`src/rtl/cbus_arbiter_n_if.sv`:
```
// Cache-bus request/response types and the bundle joining N requesters, the
// arbiter and the downstream AXI adapter.
package cbus_pkg;
    typedef enum logic [2:0] {
        MLEN1 = 3'd0,
        MLEN2 = 3'd1,
        MLEN4 = 3'd3,
        MLEN8 = 3'd7
    } cbus_len_e;

    typedef struct packed {
        logic        valid;
        logic        is_write;
        logic [31:0] addr;
        cbus_len_e   len;
        logic [2:0]  size;
        logic [1:0]  burst;
        logic [63:0] data;
        logic [7:0]  strobe;
    } cbus_req_t;

    typedef struct packed {
        logic        ready;
        logic        last;
        logic [63:0] data;
    } cbus_resp_t;

    typedef enum logic {
        ARB_IDLE = 1'b0,
        ARB_BUSY = 1'b1
    } arb_state_e;
endpackage

interface cbus_arbiter_n_if #(
    parameter int NUM_PORTS = 2
);
    import cbus_pkg::*;

    // Handshake: a requester raises valid and holds valid plus its address,
    // len, size, burst and is_write stable until it sees a beat with both
    // ready and last; a beat transfers on every cycle with ready=1, and
    // dropping valid before that last beat aborts the burst.
    cbus_req_t  [NUM_PORTS-1:0] ireqs;
    cbus_resp_t [NUM_PORTS-1:0] oresps;
    cbus_req_t                  oreq;
    cbus_resp_t                 iresp;

    modport slave  (input ireqs, input iresp, output oresps, output oreq);
    modport master (output ireqs, output iresp, input oresps, input oreq);
endinterface

```
`src/rtl/cbus_arbiter_n.sv`:
```
// N-to-1 cache-bus arbiter: picks one requester (round-robin or fixed
// priority), then passes its burst through until last or abort.
module cbus_arbiter_n
    import cbus_pkg::*;
#(
    parameter int NUM_PORTS   = 2,
    parameter bit ROUND_ROBIN = 1'b1,
    parameter int IDX_W       = $clog2(NUM_PORTS)
) (
    input  logic                 clk,
    input  logic                 reset_n,
    cbus_arbiter_n_if.slave      bus,
    output logic                 busy,
    output logic [IDX_W-1:0]     grant_idx,
    output arb_state_e           dbg_state,
    output logic [IDX_W-1:0]     dbg_prio
);

    localparam logic [IDX_W-1:0] LAST_IDX = IDX_W'(NUM_PORTS - 1);

    arb_state_e           state_q, state_d;
    logic [IDX_W-1:0]     grant_q, grant_d;
    logic [IDX_W-1:0]     prio_q, prio_d;
    logic [NUM_PORTS-1:0] valid_vec;
    logic [IDX_W-1:0]     win_hi, win_lo, winner;
    logic                 found_hi;
    cbus_req_t            sel_req;

    for (genvar i = 0; i < NUM_PORTS; i++) begin : g_valid
        assign valid_vec[i] = bus.ireqs[i].valid;
    end

    // Rotating priority as two scans: the lowest valid index at or above prio
    // wins, otherwise the search wraps to the lowest valid index overall.
    always_comb begin
        win_hi   = '0;
        win_lo   = '0;
        found_hi = 1'b0;
        for (int i = NUM_PORTS - 1; i >= 0; i--) begin
            if (valid_vec[i]) begin
                win_lo = IDX_W'(i);
                if (IDX_W'(i) >= prio_q) begin
                    win_hi   = IDX_W'(i);
                    found_hi = 1'b1;
                end
            end
        end
        winner = (ROUND_ROBIN && found_hi) ? win_hi : win_lo;
    end

    always_comb begin
        sel_req = '0;
        for (int i = 0; i < NUM_PORTS; i++) begin
            if (grant_q == IDX_W'(i)) sel_req = bus.ireqs[i];
        end
    end

    always_comb begin
        state_d  = state_q;
        grant_d  = grant_q;
        prio_d   = prio_q;
        busy     = 1'b0;
        bus.oreq = '0;
        for (int i = 0; i < NUM_PORTS; i++) bus.oresps[i] = '0;

        case (state_q)
            ARB_IDLE: begin
                if (|valid_vec) begin
                    grant_d = winner;
                    state_d = ARB_BUSY;
                end
            end
            ARB_BUSY: begin
                busy     = 1'b1;
                bus.oreq = sel_req;
                for (int i = 0; i < NUM_PORTS; i++) begin
                    if (grant_q == IDX_W'(i)) bus.oresps[i] = bus.iresp;
                end
                // Burst ends on the last accepted beat, or early when the owner drops valid.
                if ((bus.iresp.ready && bus.iresp.last) || !sel_req.valid) begin
                    state_d = ARB_IDLE;
                    if (ROUND_ROBIN) begin
                        prio_d = (grant_q == LAST_IDX) ? '0 : grant_q + IDX_W'(1);
                    end
                end
            end
            default: state_d = ARB_IDLE;
        endcase
    end

    always_ff @(posedge clk or negedge reset_n) begin
        if (!reset_n) begin
            state_q <= ARB_IDLE;
            grant_q <= '0;
            prio_q  <= '0;
        end else begin
            state_q <= state_d;
            grant_q <= grant_d;
            prio_q  <= prio_d;
        end
    end

    assign grant_idx = grant_q;
    assign dbg_state = state_q;
    assign dbg_prio  = prio_q;

endmodule

```
`src/flat_wrapper.sv`:
```
// flat-port wrapper written by rule: the top's interface ports become plain ports
module cbus_arbiter_n_flat import cbus_pkg::*;
#(
    parameter int NUM_PORTS   = 2,
    parameter bit ROUND_ROBIN = 1'b1,
    parameter int IDX_W       = $clog2(NUM_PORTS)
)
  (clk, reset_n, busy, grant_idx, dbg_state, dbg_prio, bus_ireqs, bus_iresp, bus_oresps, bus_oreq);
  cbus_arbiter_n_if #(.NUM_PORTS(NUM_PORTS)) bus_i ();
  input  logic clk;
  input  logic reset_n;
  output logic busy;
  output logic [IDX_W-1:0] grant_idx;
  output arb_state_e dbg_state;
  output logic [IDX_W-1:0] dbg_prio;
  input wire logic [$bits(bus_i.ireqs)-1:0] bus_ireqs;
  input wire logic [$bits(bus_i.iresp)-1:0] bus_iresp;
  output wire logic [$bits(bus_i.oresps)-1:0] bus_oresps;
  output wire logic [$bits(bus_i.oreq)-1:0] bus_oreq;
  assign bus_i.ireqs = bus_ireqs;
  assign bus_i.iresp = bus_iresp;
  assign bus_oresps = bus_i.oresps;
  assign bus_oreq = bus_i.oreq;
  cbus_arbiter_n #(.NUM_PORTS(NUM_PORTS), .ROUND_ROBIN(ROUND_ROBIN), .IDX_W(IDX_W)) u_core (.clk(clk), .reset_n(reset_n), .bus(bus_i), .busy(busy), .grant_idx(grant_idx), .dbg_state(dbg_state), .dbg_prio(dbg_prio));
endmodule
```
`config.mk`:
```
export PLATFORM = sky130hd
export DESIGN_NAME = cbus_arbiter_n_flat
export DESIGN_NICKNAME = d
export VERILOG_FILES = /design/src/rtl/cbus_arbiter_n_if.sv /design/src/rtl/cbus_arbiter_n.sv /design/src/flat_wrapper.sv
export SDC_FILE = /design/constraint.sdc
export NUM_CORES = 1
export LEC_CHECK = 0
export CORE_AREA = 4 4 212 214
export CTS_BUF_LIST = sky130_fd_sc_hd__clkbuf_16
export CTS_CLUSTER_DIAMETER = 120
export DETAILED_ROUTE_END_ITERATION = 10
export DIE_AREA = 0 0 216 218
export HOLD_SLACK_MARGIN = 0.05
export SLEW_MARGIN = 40
export SYNTH_ARGS = -nofsm -noshare
export SYNTH_HDL_FRONTEND = slang
export SYNTH_SLANG_ARGS = --single-unit
```
`constraint.sdc`:
```
create_clock -name clk -period 1.7 [get_ports clk]
set_input_delay 0.34 -clock clk [delete_from_list [all_inputs] [get_ports clk]]
set_output_delay 0.34 -clock clk [all_outputs]
set_load 0.01 [all_outputs]
```
==> results of run 1 <==
[worst max-delay path by stage]
stage,endpoint,slack (ns),cells past startpoint
after floorplan,bus_oresps[36],0.21,5
after global placement,bus_oresps[0],-0.41,5
after detailed placement,bus_oresps[0],-0.42,5
after CTS,bus_oresps[30],-0.55,5
after global routing,bus_oresps[10],-0.36,7
final,bus_oresps[6],-0.31,7
[flip-flops by register name, indices dropped and copies added (netlist names)]
| name | cells |
|---|---|
| u_core.dbg_prio | 1 |
| u_core.dbg_state | 1 |
| u_core.grant_idx | 1 |
[layout make-up]
class | instances | area share, %
Timing Repair Buffer | 623 | 61.3
Multi-Input combinational cell | 372 | 29.1
Tap cell | 585 | 7.79
Sequential cell | 3 | 0.853
Clock buffer | 3 | 0.799
Inverter | 2 | 0.107
Clock inverter | 1 | 0.0400
[stage by stage]
step | total power, W | util, % | worst slack (ns) | hold WS [ns] | instances
after floorplan | 0.00482 | - | 0.210 | 0.0444 | 425
after global placement | 0.00988 | 21.3 | -0.406 | 0.563 | 1547
after detailed placement | 0.00994 | 21.3 | -0.417 | 0.569 | 1547
after CTS | 0.0103 | 21.6 | -0.547 | 0.334 | 1553
after global routing | 0.0120 | 21.9 | -0.364 | 0.341 | 1589
final | 0.0112 | 21.9 | -0.312 | 0.335 | 1589
[per-layer routing]
| layer | part of all wire, % | track usage (%) | wire (um) | vias to the layer above |
|---|---|---|---|---|
| met2 | 52 | 15.9 | 13100 | 335 |
| met5 | 0 | 0 | 0 | - |
| met3 | 8.2 | 2.38 | 2070 | 34 |
| met4 | 3.2 | 1.64 | 797 | 0 |
| met1 | 37 | 8.76 | 9220 | 2414 |
| li1 | - | - | - | 2589 |
[report_power, final]
| part | internal, W | leakage [nW] | switching [W] |
|---|---|---|---|
| clock network | 0.000303 | 0.0423 | 0.0000645 |
| logic | 0.00580 | 4.86 | 0.00486 |
| registers | 0.000114 | 0.0317 | 0.0000540 |
[synth_stat cells]
library cell | number | area, um2
inv_2 | 1 | 3.75
o21ai_0 | 1 | 5.00
buf_12 | 1 | 20.0
dfrtp_1 | 3 | 75.1
buf_8 | 11 | 165
nor2b_1 | 1 | 6.26
buf_4 | 2 | 15.0
nand2_1 | 3 | 11.3
buf_2 | 6 | 30.0
nand3_1 | 1 | 5.00
nor2b_4 | 1 | 13.8
a31oi_1 | 1 | 6.26
clkbuf_8 | 1 | 13.8
inv_1 | 1 | 3.75
and3_1 | 66 | 413
nor2_1 | 115 | 432
a21oi_1 | 1 | 5.00
mux2i_1 | 114 | 1140
buf_6 | 2 | 22.5
o211ai_1 | 1 | 7.51
and2_1 | 66 | 413
clkbuf_2 | 9 | 45.0
clkbuf_1 | 16 | 60.1
o22ai_1 | 1 | 6.26
[logic make-up (layout without fill, tap and decap cells)]
logic type | Yosys count | after routing
multiplexers | 114 | 114
AO/OA/AOI/OAI | 5 | 5
buffers and inverters | 50 | 629
flip-flops | 3 | 3
AND/OR/NAND/NOR | 253 | 253
[timing repair]
item / CTS / global route
setup buffers: 1 / 22
gates cloned: 1 / 14
pin swaps: 1 / 21
hold endpoints to repair: 0 / 0
gates resized for setup: 178 / 613
endpoints found under the setup margin: 249 / 249
==> impl_results.md, run 1 <==
* Post-Syn Nets at 721
* Compound-cell area share of the yosys netlist at 1.03%
* Largest net degree at the start of global routing at 52
* Max FO, Critical Path at 7
* Average routed wire per standard cell at 15.9 um
* Synthesized area per cell at 6.87 um2
* Final worst setup slack at -0.312 ns
* Max-slew headroom at 82.7%
* Clk sinks at 3
* Starting DRT DRC Count at 199
* Fin. Hold Viols at 0
* Gr ovfl total at 0
* Post-DR vias/cell at 3.38
* Placer Congestion at 0.834
* Fraction of the mapped netlist area in simple logic gates at 44.3%
* Antenna Nets Post-Route at 0
* Depth of the CTS H-tree at 1
* Critical path's most frequent cell: buf_6
* Root Buffer: clkbuf_16
* XOR/XNOR Fraction of Synth Area at 0%
* Crit share post-route at 118%
* Nets at 1301
* Die area at 47100 um2
* Multi-input logic area at 2730 um2
* Total iterations of the first detailed-routing run at 4
* LEAKAGE at 4.94 nW
* Mapped Cells at 425
* Final Cell Area at 9390 um2
* Clock Skews at 0.000555 ns
* Vias in the first global route at 5224
* Worst path arrival time at 1.67 ns
* VDD IR-drop max at 398 uV
* Most frequent cells in the layout: clkdlybuf4s50_1, nor2_1, mux2i_1
* Global-route wire length before repair at 30500 um
* IO buf count at 545
* Max clock buf depth at 2
* Worst-Skew Late Latency at 0.22 ns
* Violated checks: setup timing
* Warnings, synthesis at 0
* Endpoint type of the worst setup path: primary output
* # hold bufs at CTS at 0
* F_max at 0.497 GHz
* R2R depth at 8
* Max incr delay on CP at 0.50 ns
* Worst Setup SP: u_core.grant_idx
* Final TNS setup at -37.92 ns
* HPWL Detailed at 19500 um
* RSZ-0062 raised after global routing: true
* Post-Synth Adder-Cell Area at 0%
* Hold Path Class: primary input to async pin
* Final WL at 25200 um
* Synthesized area at 2920 um2
* Data required, critical path at 1.36 ns
* Area delta synth->final at 222%
* Ant. Diodes at 0
* Reg clk slew, reported paths at 0.03 ns
* Final Max Tran Viols at 0
* Outcome: finished with violations
* Main combinational cell family by area after synthesis: simple AND/OR/NAND/NOR gates
* R2r startpoint: u_core.grant_idx
* CTS tree: yes
* Critical path class: flip-flop to primary output
* Seq/Total Area, Yosys at 2.57%
* Worst Max-Slew Pin Slew at 0.260 ns
* Multiplexer area fraction after synthesis at 39.1%
* Via count at 5372
* Cell breakdown of the critical path: buf_12, nor2b_4, buf_6, buf_8, clkbuf_16, and2_4, buf_6
* Initial antenna violation count at 0
* DRC viols at 0
* I/O pin cnt at 546
* # fillers at 4729
* Placed Area at 9160 um2
* #FFs+latches synth at 3
* Min cycle time layout at 2.01 ns
* Cell family with most CP delay: buffers and inverters
* Pwr Density at 1190 nW/um2
* Reg area at 80.1 um2
* Chip width at 216 um
* Synth cell types at 24
* Die height at 218 um
* WP buf/inv at 5
* Reg-to-Reg End: u_core.dbg_prio
* Slowest stage cell on the critical path: dfrtp_4
* Layout cell share with drive strength beyond 1 at 34.5%
* Num CTS Buffers at 3
* CP startpoint kind: flip-flop
* Core footprint at 42900 um2
* R2r setup slk at 0.20 ns
* Commonest non-fill, non-tap cell in the layout: clkdlybuf4s50_1
* GR Util All Layers at 8.18%
* Max cap viols at 0
* Final setup violating endpoints at 229
* Initial core utilization at 6.81%
* FP Rows at 76
No activity file was read; power rests on OpenSTA's default activity.
==> run 2, diff against run 1 <==
--- a/config.mk
+++ b/config.mk
@@ -15,3 +15,4 @@
 export SYNTH_ARGS = -nofsm -noshare
 export SYNTH_HDL_FRONTEND = slang
 export SYNTH_SLANG_ARGS = --single-unit
+export TNS_END_PERCENT = 5
==> run 2 against run 1 <==
Net effect:
- non-clock buffer count shrank 16
- register-to-register slack gained 0.11 ns
- critical endpoint is now bus_oresps[44]
- sequential share of layout area is essentially flat
- clock power is essentially flat
- first-iteration DRC count shrank 24%
- largest cell class unchanged
- wire length shrank 3.4%
- critical path depth shrank 1
- the flow still finishes with violations (setup timing)
- design area shrank 5.3%
- sequential cell count is the same
- global-route usage shrank 0.053 points
- maximum frequency shrank 0.59%
==> impl_results.md, run 2 (synthesized netlist as in run 1, its figures left out) <==
* HPWL Detailed at 19500 um (unchanged)
* LEAKAGE at 4.56 nW (was 4.94 nW)
* Average routed wire per standard cell at 15.5 um (was 15.9 um)
* CP startpoint kind: flip-flop (unchanged)
* Max incr delay on CP at 0.49 ns (was 0.50 ns)
* Endpoint type of the worst setup path: primary output (unchanged)
* Ant. Diodes at 0 (unchanged)
* Antenna Nets Post-Route at 0 (unchanged)
* DRC viols at 0 (unchanged)
* Die area at 47100 um2 (unchanged)
* FP Rows at 76 (unchanged)
* Total iterations of the first detailed-routing run at 4 (unchanged)
* Final setup violating endpoints at 192 (was 229)
* Critical path's most frequent cell: buf_12 (was buf_6)
* Area delta synth->final at 205% (was 222%)
* Critical path class: flip-flop to primary output (unchanged)
* Hold_ws at 0.334 ns (was 0.335 ns)
* Reg clk slew, reported paths at 0.03 ns (about the same)
* Most frequent cells in the layout: clkdlybuf4s50_1, buf_2, nor2_1 (was clkdlybuf4s50_1, nor2_1, mux2i_1)
* Max FO, Critical Path at 8 (was 7)
* WP buf/inv at 4 (was 5)
* Worst-Skew Late Latency at 0.22 ns (about the same)
* Pwr Density at 1150 nW/um2 (was 1190 nW/um2)
* IO buf count at 545 (unchanged)
* Clock Skews at 0.00112 ns (was 0.000555 ns)
* Cell family with most CP delay: buffers and inverters (unchanged)
* Global-route wire length before repair at 30400 um (was 30500 um)
* Largest net degree at the start of global routing at 52 (unchanged)
* Final WL at 24400 um (was 25200 um)
* Fin. Hold Viols at 0 (unchanged)
* Core footprint at 42900 um2 (unchanged)
* F_max at 0.494 GHz (was 0.497 GHz)
* Slowest stage cell on the critical path: dfrtp_4 (unchanged)
* Worst path depth at 6 (was 7)
* Layout cell share with drive strength beyond 1 at 30.5% (was 34.5%)
* Vias in the first global route at 5199 (was 5224)
* Placer Congestion at 0.834 (unchanged)
* Starting DRT DRC Count at 151 (was 199)
* Die height at 218 um (unchanged)
* Outcome: finished with violations (unchanged)
* Worst path arrival time at 1.68 ns (was 1.67 ns)
* Max cap viols at 0 (unchanged)
* Nets at 1285 (was 1301)
* Depth of the CTS H-tree at 1 (unchanged)
* Max clock buf depth at 2 (unchanged)
* Chip width at 216 um (unchanged)
* RSZ-0062 raised after global routing: true (unchanged)
* Hold Path Class: primary input to async pin (unchanged)
* Post-DR vias/cell at 3.34 (was 3.38)
* Data required, critical path at 1.36 ns (about the same)
* Final Max Tran Viols at 0 (unchanged)
* Min cycle time layout at 2.02 ns (was 2.01 ns)
* Num CTS Buffers at 3 (unchanged)
* Root Buffer: clkbuf_16 (unchanged)
* Max-slew headroom at 85.6% (was 82.7%)
* Final worst setup slack at -0.324 ns (was -0.312 ns)
* Final Power at 0.0103 W (was 0.0112 W)
* Worst Max-Slew Pin Slew at 0.212 ns (was 0.260 ns)
* Gr ovfl total at 0 (unchanged)
* R2r setup slk at 0.31 ns (was 0.20 ns)
* CTS tree: yes (unchanged)
* Initial core utilization at 6.81% (unchanged)
* Initial antenna violation count at 0 (unchanged)
* Cell breakdown of the critical path: buf_12, nor2b_4, buf_12, clkbuf_16, and2_1, buf_2 (was buf_12, nor2b_4, buf_6, buf_8, clkbuf_16, and2_4, buf_6)
* Violated checks: setup timing (unchanged)
* Commonest non-fill, non-tap cell in the layout: clkdlybuf4s50_1 (unchanged)
* VDD IR-drop max at 415 uV (was 398 uV)
* Crit share post-route at 119% (was 118%)
* Clk sinks at 3 (unchanged)
* Via count at 5253 (was 5372)
* GR Util All Layers at 8.13% (was 8.18%)
* R2R depth at 6 (was 8)
* I/O pin cnt at 546 (unchanged)
## run 2: cell types whose count changed in the layout (fill, tap and decap cells not counted), moves of 4 or more
cell,delta
and2_1,+13
and2_4,-13
and3_1,+11
and3_4,-11
buf_2,+31
buf_4,-6
buf_6,-29
clkbuf_2,-17
dlygate4sd2_1,+30
dlymetal6s2s_1,-25
mux2i_4,-4
## run 2: worst paths after layout
path                                     to             start
max                          bus_oresps[44]  u_core.grant_idx
min                        u_core.grant_idx           reset_n
max reg2reg                 u_core.dbg_prio  u_core.grant_idx
min reg2reg                 u_core.dbg_prio   u_core.dbg_prio
max in group asynchronous  u_core.grant_idx           reset_n
min in group clk            u_core.dbg_prio   u_core.dbg_prio
## run 2: per-layer routing
layer	routed length (um)	up-vias	GRT usage [%]
li1	-	2559	-
met1	9030	2316	8.67
met2	12500	338	15.9
met3	1880	40	2.35
met4	943	0	1.64
met5	0	-	0
## run 2: area by class of cell
type / instances / area, um2
Inverter: 2 / 12.5
Clock inverter: 1 / 3.75
Clock buffer: 3 / 75.1
Multi-Input combinational cell: 372 / 2610
Timing Repair Buffer: 607 / 5390
Tap cell: 585 / 732
Sequential cell: 3 / 80.1
Fill cell: 4805 / 34000
## run 2: repair_timing
item	in CTS	in global routing
cloned	0	13
setup endpoints to repair	249	231
setup buffers	1	8
endpoints found under the hold margin	0	0
pin swaps	5	12
gates resized for setup	509	315
hold buffers	0	0
## run 2: stage by stage
step	worst slack [ns]	cell area (um2)	setup TNS, ns	util (%)	cells
after floorplan	0.210	2920	0	-	425
after global placement	-0.406	9160	-61.34	21.3	1547
after detailed placement	-0.417	9160	-63.56	21.3	1547
after CTS	-0.529	8910	-61.70	20.8	1552
after global routing	-0.357	8890	-44.78	20.7	1573
final	-0.324	8890	-34.54	20.7	1573
## run 2: worst register-to-register path, stage by stage (launching register included)
cell,delay (ns)
dfrtp_4,0.49
buf_12,0.17
nor2b_4,0.18
buf_4,0.15
clkbuf_16,0.14
nand3_1,0.08
o211ai_1,0.10
## run 2: power breakdown
group          internal, W  switching (W)  leakage, nW  total (W)
clock             0.000303      0.0000654       0.0423   0.000369
combinational      0.00510        0.00463         4.48    0.00973
sequential        0.000113      0.0000544       0.0317   0.000168
total              0.00551        0.00475         4.56     0.0103
==> run 3, diff against run 2 <==
--- a/config.mk
+++ b/config.mk
@@ -5,12 +5,13 @@
 export SDC_FILE = /design/constraint.sdc
 export NUM_CORES = 1
 export LEC_CHECK = 0
-export CORE_AREA = 4 4 212 214
+export CORE_AREA = 2 2 210 212
 export CTS_BUF_LIST = sky130_fd_sc_hd__clkbuf_16
 export CTS_CLUSTER_DIAMETER = 120
 export DETAILED_ROUTE_END_ITERATION = 10
-export DIE_AREA = 0 0 216 218
+export DIE_AREA = 0 0 212 214
 export HOLD_SLACK_MARGIN = 0.05
+export RECOVER_POWER = 25
 export SLEW_MARGIN = 40
 export SYNTH_ARGS = -nofsm -noshare
 export SYNTH_HDL_FRONTEND = slang
==> run 3 against run 2 <==
Net effect:
- the flow still finishes with violations (setup timing)
- sequential power rose by 8%
- maximum frequency rose by 0.16%
- cell count did not move
- first-iteration DRC count up 4.0%
- count of clock-buffer cells in the layout is the same
- clock skew about the same
- setup slack improved by 0.0032 ns
- sequential share of layout area about the same
- clock power about the same
- combinational power hardly changed
- global-route usage increased by 0.64 points
- largest power group unchanged
- highest routed layer unchanged
==> impl_results.md, run 3 (synthesized netlist as in run 1, its figures left out) <==
* Clock Skews at 0.000648 ns (was 0.00112 ns)
* Worst-Skew Late Latency at 0.22 ns (about the same)
* Slowest stage cell on the critical path: dfrtp_4 (unchanged)
* Final setup violating endpoints at 234 (was 192)
* Fin. Hold Viols at 0 (unchanged)
* Nets at 1284 (was 1285)
* Via count at 5209 (was 5253)
* Placer Congestion at 0.833 (was 0.834)
* Outcome: finished with violations (unchanged)
* Max-slew headroom at 83.4% (was 85.6%)
* Gate power share at 94.6% (was 94.8%)
* Vias in the first global route at 5265 (was 5199)
* Hold Path Class: primary input to async pin (unchanged)
* Global-route wire length before repair at 30900 um (was 30400 um)
* Initial antenna violation count at 1 (was 0)
* Reg area at 80.1 um2 (unchanged)
* GR Util All Layers at 8.77% (was 8.13%)
* FP Rows at 76 (unchanged)
* Largest net degree at the start of global routing at 50 (was 52)
* Critical path class: flip-flop to primary output (unchanged)
* Post-DR vias/cell at 3.31 (was 3.34)
* Post-Layout Cell Count at 1573 (unchanged)
* Clk sinks at 3 (unchanged)
* Worst path arrival time at 1.68 ns (about the same)
* Endpoint type of the worst setup path: primary output (unchanged)
* Num CTS Buffers at 3 (unchanged)
* Final WL at 22000 um (was 24400 um)
* Total iterations of the first detailed-routing run at 4 (unchanged)
* Min cycle time layout at 2.02 ns (about the same)
* Final Max Tran Viols at 0 (unchanged)
* CTS tree: yes (unchanged)
* RSZ-0062 raised after global routing: true (unchanged)
* Flop pwr share at 1.8% (was 1.6%)
* VDD IR-drop max at 418 uV (was 415 uV)
* Die height at 214 um (was 218 um)
* IO buf count at 545 (unchanged)
* Die area at 45400 um2 (was 47100 um2)
* Placed cells at 1556 (was 1547)
* I/O pin cnt at 546 (unchanged)
* Antenna Nets Post-Route at 0 (unchanged)
* Psw at 0.00466 W (was 0.00475 W)
* Violated checks: setup timing (unchanged)
* Core footprint at 42900 um2 (unchanged)
* Final TNS setup at -39.91 ns (was -34.54 ns)
* Initial core utilization at 6.81% (unchanged)
* Depth of the CTS H-tree at 1 (unchanged)
* Hold_ws at 0.378 ns (was 0.334 ns)
* Most frequent cells in the layout: clkdlybuf4s50_1, buf_2, nor2_1 (unchanged)
* CP startpoint kind: flip-flop (unchanged)
* # fillers at 4816 (was 4805)
* HPWL Detailed at 17900 um (was 19500 um)
* Crit share post-route at 119% (about the same)
* Starting DRT DRC Count at 157 (was 151)
* Gr ovfl total at 0 (unchanged)
* DRC viols at 0 (unchanged)
* Final Power at 0.0103 W (about the same)
* Switching part of the total power at 45.4% (was 46.3%)
* Root Buffer: clkbuf_16 (unchanged)
* Worst Max-Slew Pin Slew at 0.249 ns (was 0.212 ns)
* Max cap viols at 0 (unchanged)
* Power Internal at 0.00560 W (was 0.00551 W)
* Max incr delay on CP at 0.53 ns (was 0.49 ns)
* Clock share of power at 3.6% (about the same)
* Area delta synth->final at 209% (was 205%)
* Chip width at 212 um (was 216 um)
* Data required, critical path at 1.36 ns (about the same)
* Pwr Density at 1140 nW/um2 (was 1150 nW/um2)
* Average routed wire per standard cell at 14.0 um (was 15.5 um)
* LEAKAGE at 4.55 nW (was 4.56 nW)
* Layout cell share with drive strength beyond 1 at 27.5% (was 30.5%)
* F_max at 0.495 GHz (was 0.494 GHz)
* Cell breakdown of the critical path: buf_12, buf_16, mux2i_4, nor2_1, clkdlybuf4s15_1 (was buf_12, nor2b_4, buf_12, clkbuf_16, and2_1, buf_2)
* Max FO, Critical Path at 13 (was 8)
* Reg clk slew, reported paths at 0.03 ns (about the same)
* Final worst setup slack at -0.320 ns (was -0.324 ns)
* Commonest non-fill, non-tap cell in the layout: clkdlybuf4s50_1 (unchanged)
* Max clock buf depth at 2 (unchanged)
* Multi-input logic area at 2640 um2 (was 2610 um2)
-- run 3: area by class of cell --
cell class | count | share of cell area (%)
Inverter | 2 | 0.111
Sequential cell | 3 | 0.887
Clock buffer | 3 | 0.831
Multi-Input combinational cell | 372 | 29.2
Antenna cell | 1 | 0.0277
Clock inverter | 1 | 0.0416
Tap cell | 585 | 8.11
Timing Repair Buffer | 606 | 60.8
-- run 3: final timing paths --
kind,from,endpoint,slack (ns),depth (start not counted)
min in group clk,u_core.dbg_prio,u_core.dbg_prio,0.62,2
hold reg to reg,u_core.dbg_prio,u_core.dbg_prio,0.62,2
setup / recovery,u_core.grant_idx,bus_oreq[54],-0.32,5
max in group asynchronous,reset_n,u_core.grant_idx,1.15,1
hold / removal,reset_n,u_core.grant_idx,0.38,1
setup reg to reg,u_core.dbg_state,u_core.dbg_prio,0.28,7
-- run 3: timing repair --
action,CTS,global route
pin swaps,30,5
buffers inserted,6,0
resized for setup,790,41
hold buffers,0,0
setup endpoints to repair,249,249
cloned,6,0
-- run 3: power by group through the flow --
stage / sequential (W) / combinational, W / clock, W
floorplan: 0.000158 / 0.00466 / 0
global placement: 0.000181 / 0.00986 / 0
detailed placement: 0.000185 / 0.00987 / 0
CTS: 0.000185 / 0.00973 / 0.000375
global route: 0.000190 / 0.0104 / 0.000392
finish: 0.000182 / 0.00971 / 0.000370
-- run 3: per-layer routing --
metal | vias to the layer above | share of wire, % | global-route usage [%] | routed length [um]
met3 | 20 | 8.6 | 1.73 | 1880
met1 | 2302 | 35 | 8.71 | 7590
li1 | 2561 | - | - | -
met4 | 0 | 2.2 | 2.56 | 477
met2 | 326 | 55 | 17.9 | 12000
met5 | - | 0 | 0 | 0
-- run 3: worst max-delay path: cells and delay by family, from the launching register on --
kind / cells / cell delay, ns
buffers and inverters: 3 / 0.60
AND/OR/NAND/NOR: 1 / 0.10
flip-flops: 1 / 0.53
multiplexers: 1 / 0.21
-- run 3: stage by stage --
stage	setup WS, ns	cell area, um2	utilization (%)
4_1_cts	-0.384	8960	20.9
3_5_place_dp	-0.442	9240	21.5
5_1_grt	-0.402	9030	21.1
3_3_place_gp	-0.432	9240	21.5
2_1_floorplan	0.210	2920	-
6_report	-0.320	9030	21.1
